File: src/rtl/seq_mult_pkg.sv
// Shared types and helpers for the sequential shift-add multiplier.
// Holds the FSM state enum, the counter-width helper and the default width.
package seq_mult_pkg;

    localparam int SEQ_MULT_DEF_WIDTH = 8;

    typedef enum logic [1:0] {
        IDLE = 2'd0,
        CALC = 2'd1,
        DONE = 2'd2
    } seq_mult_state_t;

    // Bits needed to count 0..w inclusive.
    function automatic int seq_mult_cnt_w(input int w);
        return $clog2(w + 1);
    endfunction

endpackage

File: src/rtl/param_signed_seq_mult_negate.sv
// Conditional two's-complement negate of a W-bit value.
// Ports: en (negate when 1), a (value in), y (a or -a).
module twos_negate #(
    parameter int W = 8
) (
    input  logic         en,
    input  logic [W-1:0] a,
    output logic [W-1:0] y
);

    assign y = en ? ((~a) + W'(1)) : a;

endmodule

File: src/rtl/param_signed_seq_mult.sv
// Sequential shift-add multiplier, signed or unsigned per operation.
// Ports: clk, rst_n (async low); start, signed_mode, multiplier,
//   multiplicand (sampled in IDLE); product (2*WIDTH), busy, done, neg.
// Optional macro SEQ_MULT_EARLY_EXIT_EN: CALC stops once the remaining
//   multiplier magnitude is zero; results are unchanged, latency shrinks.
module param_signed_seq_mult
    import seq_mult_pkg::*;
#(
    parameter int WIDTH = SEQ_MULT_DEF_WIDTH
) (
    input  logic               clk,
    input  logic               rst_n,
    input  logic               start,
    input  logic               signed_mode,
    input  logic [WIDTH-1:0]   multiplier,
    input  logic [WIDTH-1:0]   multiplicand,
    output logic [2*WIDTH-1:0] product,
    output logic               busy,
    output logic               done,
    output logic               neg
);

    localparam int CW = seq_mult_cnt_w(WIDTH);
    localparam int PW = 2 * WIDTH;

    seq_mult_state_t state, state_nxt;

    logic [CW-1:0]    cnt, cnt_nxt;
    logic [WIDTH-1:0] mag_a, mag_a_nxt;
    logic [PW-1:0]    mag_b, mag_b_nxt;
    logic [PW-1:0]    acc, acc_nxt;
    logic             sign_r, sign_nxt;
    logic             smode_r, smode_nxt;
    logic [PW-1:0]    prod_r, prod_nxt;
    logic             neg_r, neg_nxt;

    logic [WIDTH-1:0] op_a_mag;
    logic [WIDTH-1:0] op_b_mag;
    logic [PW-1:0]    addend;
    logic [PW-1:0]    acc_step;
    logic [PW-1:0]    prod_fix;
    logic             last;
    logic             opnd_sign;

    // Operand magnitudes; the most-negative value maps to 2^(WIDTH-1).
    twos_negate #(.W(WIDTH)) u_neg_a (
        .en (signed_mode & multiplier[WIDTH-1]),
        .a  (multiplier),
        .y  (op_a_mag)
    );

    twos_negate #(.W(WIDTH)) u_neg_b (
        .en (signed_mode & multiplicand[WIDTH-1]),
        .a  (multiplicand),
        .y  (op_b_mag)
    );

    assign addend   = mag_a[0] ? mag_b : '0;
    assign acc_step = acc + addend;

    // Sign is applied to the final accumulator value as CALC completes.
    twos_negate #(.W(PW)) u_neg_p (
        .en (sign_r),
        .a  (acc_step),
        .y  (prod_fix)
    );

    // A zero operand forces a positive result so -0 never appears.
    assign opnd_sign = signed_mode
                     & (multiplier[WIDTH-1] ^ multiplicand[WIDTH-1])
                     & (|multiplier)
                     & (|multiplicand);

`ifdef SEQ_MULT_EARLY_EXIT_EN
    assign last = (cnt == CW'(WIDTH - 1))
                | (mag_a[WIDTH-1:1] == '0);
`else
    assign last = (cnt == CW'(WIDTH - 1));
`endif

    always_comb begin
        state_nxt = state;
        cnt_nxt   = cnt;
        mag_a_nxt = mag_a;
        mag_b_nxt = mag_b;
        acc_nxt   = acc;
        sign_nxt  = sign_r;
        smode_nxt = smode_r;
        prod_nxt  = prod_r;
        neg_nxt   = neg_r;
        unique case (state)
            IDLE: begin
                if (start) begin
                    state_nxt = CALC;
                    cnt_nxt   = '0;
                    mag_a_nxt = op_a_mag;
                    mag_b_nxt = {{WIDTH{1'b0}}, op_b_mag};
                    acc_nxt   = '0;
                    sign_nxt  = opnd_sign;
                    smode_nxt = signed_mode;
                end
            end
            CALC: begin
                acc_nxt   = acc_step;
                mag_a_nxt = mag_a >> 1;
                mag_b_nxt = mag_b << 1;
                cnt_nxt   = cnt + CW'(1);
                if (last) begin
                    state_nxt = DONE;
                    prod_nxt  = prod_fix;
                    neg_nxt   = smode_r & prod_fix[PW-1];
                end
            end
            DONE: begin
                state_nxt = IDLE;
            end
            default: begin
                state_nxt = IDLE;
            end
        endcase
    end

    always_ff @(posedge clk or negedge rst_n) begin
        if (!rst_n) begin
            state   <= IDLE;
            cnt     <= '0;
            mag_a   <= '0;
            mag_b   <= '0;
            acc     <= '0;
            sign_r  <= 1'b0;
            smode_r <= 1'b0;
            prod_r  <= '0;
            neg_r   <= 1'b0;
        end else begin
            state   <= state_nxt;
            cnt     <= cnt_nxt;
            mag_a   <= mag_a_nxt;
            mag_b   <= mag_b_nxt;
            acc     <= acc_nxt;
            sign_r  <= sign_nxt;
            smode_r <= smode_nxt;
            prod_r  <= prod_nxt;
            neg_r   <= neg_nxt;
        end
    end

    assign product = prod_r;
    assign neg     = neg_r;
    assign done    = (state == DONE);
    assign busy    = (state != IDLE);

endmodule

File: config.mk
export PLATFORM = sky130hd
export DESIGN_NAME = param_signed_seq_mult
export DESIGN_NICKNAME = d
export VERILOG_FILES = /design/src/rtl/seq_mult_pkg.sv /design/src/rtl/param_signed_seq_mult_negate.sv /design/src/rtl/param_signed_seq_mult.sv
export SDC_FILE = /design/constraint.sdc
export NUM_CORES = 1
export LEC_CHECK = 0
export BUFFER_PORTS_ARGS = -buffer_cell sky130_fd_sc_hd__buf_4
export CAP_MARGIN = 10
export CORE_MARGIN = 2
export CORE_UTILIZATION = 45
export CTS_CLUSTER_SIZE = 24
export DETAILED_ROUTE_END_ITERATION = 12
export PLACE_DENSITY_LB_ADDON = 0.12
export SYNTH_ARGS = -nofsm -noshare
export SYNTH_HDL_FRONTEND = slang
export SYNTH_HIERARCHICAL = 1
export SYNTH_SLANG_ARGS = --single-unit
File: constraint.sdc
create_clock -name clk -period 10.6 [get_ports clk]
set_input_delay 2.12 -clock clk [delete_from_list [all_inputs] [get_ports clk]]
set_output_delay 2.12 -clock clk [all_outputs]
set_load 0.02 [all_outputs]
==> impl_metrics.yaml <==
floorplan:
  ioPinCount: 39
  start_util_pct: 46.0
  die_h_um: 101
  core_area_um2: 9200
  rows: 35
  die-area_um2: 10200
  die_width_um: 101
yosys:
  synth_ff_type: "dfrtp_1"
  synth_area_um2: 4230
  yosysWarnings: 6
  syn_inst: 439
  yosysSeqAreaShare_pct: 38.4
  synth_nets: 479
  yosys.area.top_type: "dfrtp_1"
  synth_cell_types: 54
  synth_area_per_cell_um2: 9.64
  ys_seq_elements: 65
  synth_area_leaders: "dfrtp_1 38%, ha_1 5.6%, xnor2_1 5.6%, mux2_2 4.3%, o21ai_0 4.1%"
  synth_top_area_share_pct: 38.4
  synthArstFlopShare_pct: 100
  synth_edf_count: 0
timing:
  finalWorstPathRequiredPeriod_ps: 3860
  hold_viol: 0
  clock_skew_ps: 11.7
  slew_headroom_pct: 38.5
  tightest_slew_ps: 919
  tns_ps: 0
  rsz0062_at_grt: "false"
  max_freq_mhz: 259
  finalCritPeriodShare_pct: 36.4
  slew_violations: 0
  final-setup-viol-count: 0
  fin_ws_ps: 6740
run:
  maxCapViolCount: 0
worst_setup_path:
  cp-startpoint: "mag_a[0]"
  required_ps: 10820
  path_delay_family: "simple AND/OR/NAND/NOR gates"
  cpPeakStageDelay_ps: 510
  worstPathArrival_ps: 4080
  cp_cell_sequence: "and2_1 > ha_1 > nand2_1 > o31ai_2 > a21boi_2 > o21ai_0 > xor2_1 > or3_1 > or4_1 > o41ai_2 > xnor2_1 > mux2_2"
  cp_slowest_cell: "dfrtp_1"
  rr_startpoint: "mag_a[0]"
  endpoint_kind: "flip-flop"
  path_buf_inv: 0
  critPathMaxFanout: 17
  crit_type: "flip-flop to flip-flop"
  critical_path_cell_count: 12
  crit_path_start_kind: "flip-flop"
  rr_worst_depth: 12
global_routing:
  grt_pass1_vias: 3286
  grt-ovfl-total: 0
  met3_usage_pct: 4.23
  busiest_layer: "met2"
  grtUsageMet1_pct: 25.7
  grt_max_degree: 66
  use_met2_pct: 35.3
  grt_util_all_layers_pct: 20.1
  grt_pass1_wl_um: 16300
  antenna_found_initial: 0
clock_tree:
  cts_buffers: 9
  holdBufCountCts: 0
  tritoncts: "built"
  cts.sinks: 65
  clockBufferDepth: 2
  clk_pin_slew_ps: 70
  htree_levels: 3
  clk-insertion-delay-late_ps: 340
  cts_root_buf: "clkbuf_8"
  cts_setup_buffers: 0
  cts-resized-gates: 0
placed_design:
  place_congestion: 0.847
  place_hpwl_um: 6690
  numPortBuffers: 38
  placed_area_um2: 4570
  place_ws_ps: 6770
  dp_cells: 569
hold_path:
  holdCritStartpoint: "acc[13]"
  whs_path_depth: 2
  hp-class: "flip-flop to flip-flop"
final_layout:
  multi_input_area_um2: 2450
  final_area_um2: 4770
  diodes: 0
  mostFrequentLayoutCell: "dfrtp_1"
  drive_above_1_share_pct: 19.2
  area_growth_pct: 12.6
  regArea_um2: 1630
  fin_nets: 509
  n_fill_cell: 860
  stdcell_count: 585
  mostFrequentLayoutCells: "65 x dfrtp_1, 45 x nand2_1, 40 x buf_4"
power:
  power_density_nw_per_um2: 272
  p_leak_nw: 2.14
  ir_worst_vdd_mv: 0.0846
detailed_routing:
  ant_nets: 0
  wl_per_cell_um: 16.1
  wirelength_um: 9390
  viasPerCell: 5.69
  drtIter0Drc: 95
  vias: 3326
  firstDrtPassIters: 7
  route.detailed.drc: 0
run_status:
  status: "completed"
-- area by class of cell --
class / instances / area share (%)
Multi-Input combinational cell: 338 / 51.4
Clock buffer: 11 / 2.97
Sequential cell: 65 / 34.1
Inverter: 15 / 1.18
Tap cell: 111 / 2.91
Timing Repair Buffer: 40 / 6.30
Clock inverter: 5 / 1.16
-- per-stage QoR --
step	total power, W	util, %	hold WS, ps
finish	0.00130	51.8	492
global route	0.00141	51.8	531
CTS	0.00131	51.8	504
detailed placement	0.00109	49.7	486
global placement	0.00108	49.7	475
floorplan	0.000908	-	447
-- tightest hold or removal path, cell delays in order, from the launching register on --
cell,delay (ps)
dfrtp_1,350
nand2_1,50
o31ai_1,60
-- cell usage after synthesis (3+ instances only) --
cell and instances:
a21o_1 4, a21oi_1 30, a22o_1 18, a22oi_1 6, a31oi_1 3, and2_1 21, and3b_1 9, buf_4 3
clkbuf_1 14, dfrtp_1 65, ha_1 19, inv_1 15, mux2_2 16, nand2_1 45, nand2b_1 5, nand3_1 7
nor2_1 10, nor2b_1 10, o211ai_1 4, o21ai_0 35, o2bb2ai_1 3, o31ai_1 8, o31ai_2 3, or3_1 3
or3_4 5, or4_1 4, xnor2_1 27, xor2_1 10
-- where the power goes --
part / leakage (nW) / switching (W) / total [W] / internal [W]
registers: 0.833 / 0.0000930 / 0.000445 / 0.000352
logic: 1.22 / 0.000358 / 0.000643 / 0.000286
clock network: 0.0953 / 0.0000960 / 0.000210 / 0.000114
-- sequential cells by signal, indices dropped and copies added, names as in the netlist --
register and flops:
acc 16, sign_r 1, cnt 4, mag_b 16
neg 1, mag_a 8, smode_r 1, product 16
state 2
-- metal layers --
| metal | vias to the layer above | wire length [um] |
|---|---|---|
| li1 | 1647 | - |
| met1 | 1613 | 4330 |
| met2 | 57 | 4690 |
| met3 | 9 | 294 |
| met4 | 0 | 81 |
| met5 | - | 0 |
-- cells by family after synthesis --
| group | count (synthesis) | share of synthesized area [%] |
|---|---|---|
| AOI/OAI and AO/OA | 135 | 22.4 |
| xor gates and xnor gates | 37 | 7.66 |
| adders and majority gates | 20 | 6.09 |
| buffers and inverters | 36 | 3.87 |
| DFF | 65 | 38.4 |
| muxes | 16 | 4.26 |
| and+or+nand+nor | 130 | 17.3 |
-- final timing paths --
kind                                     to  slack (ps)
worst max register to register  product[15]        6740
max in group asynchronous          mag_b[6]        8170
worst min register to register      acc[13]         490
worst min-delay path                acc[13]         490
worst max-delay path            product[15]        6740
min in group asynchronous         mag_b[13]        1840
No activity file was read; power rests on OpenSTA's default activity.
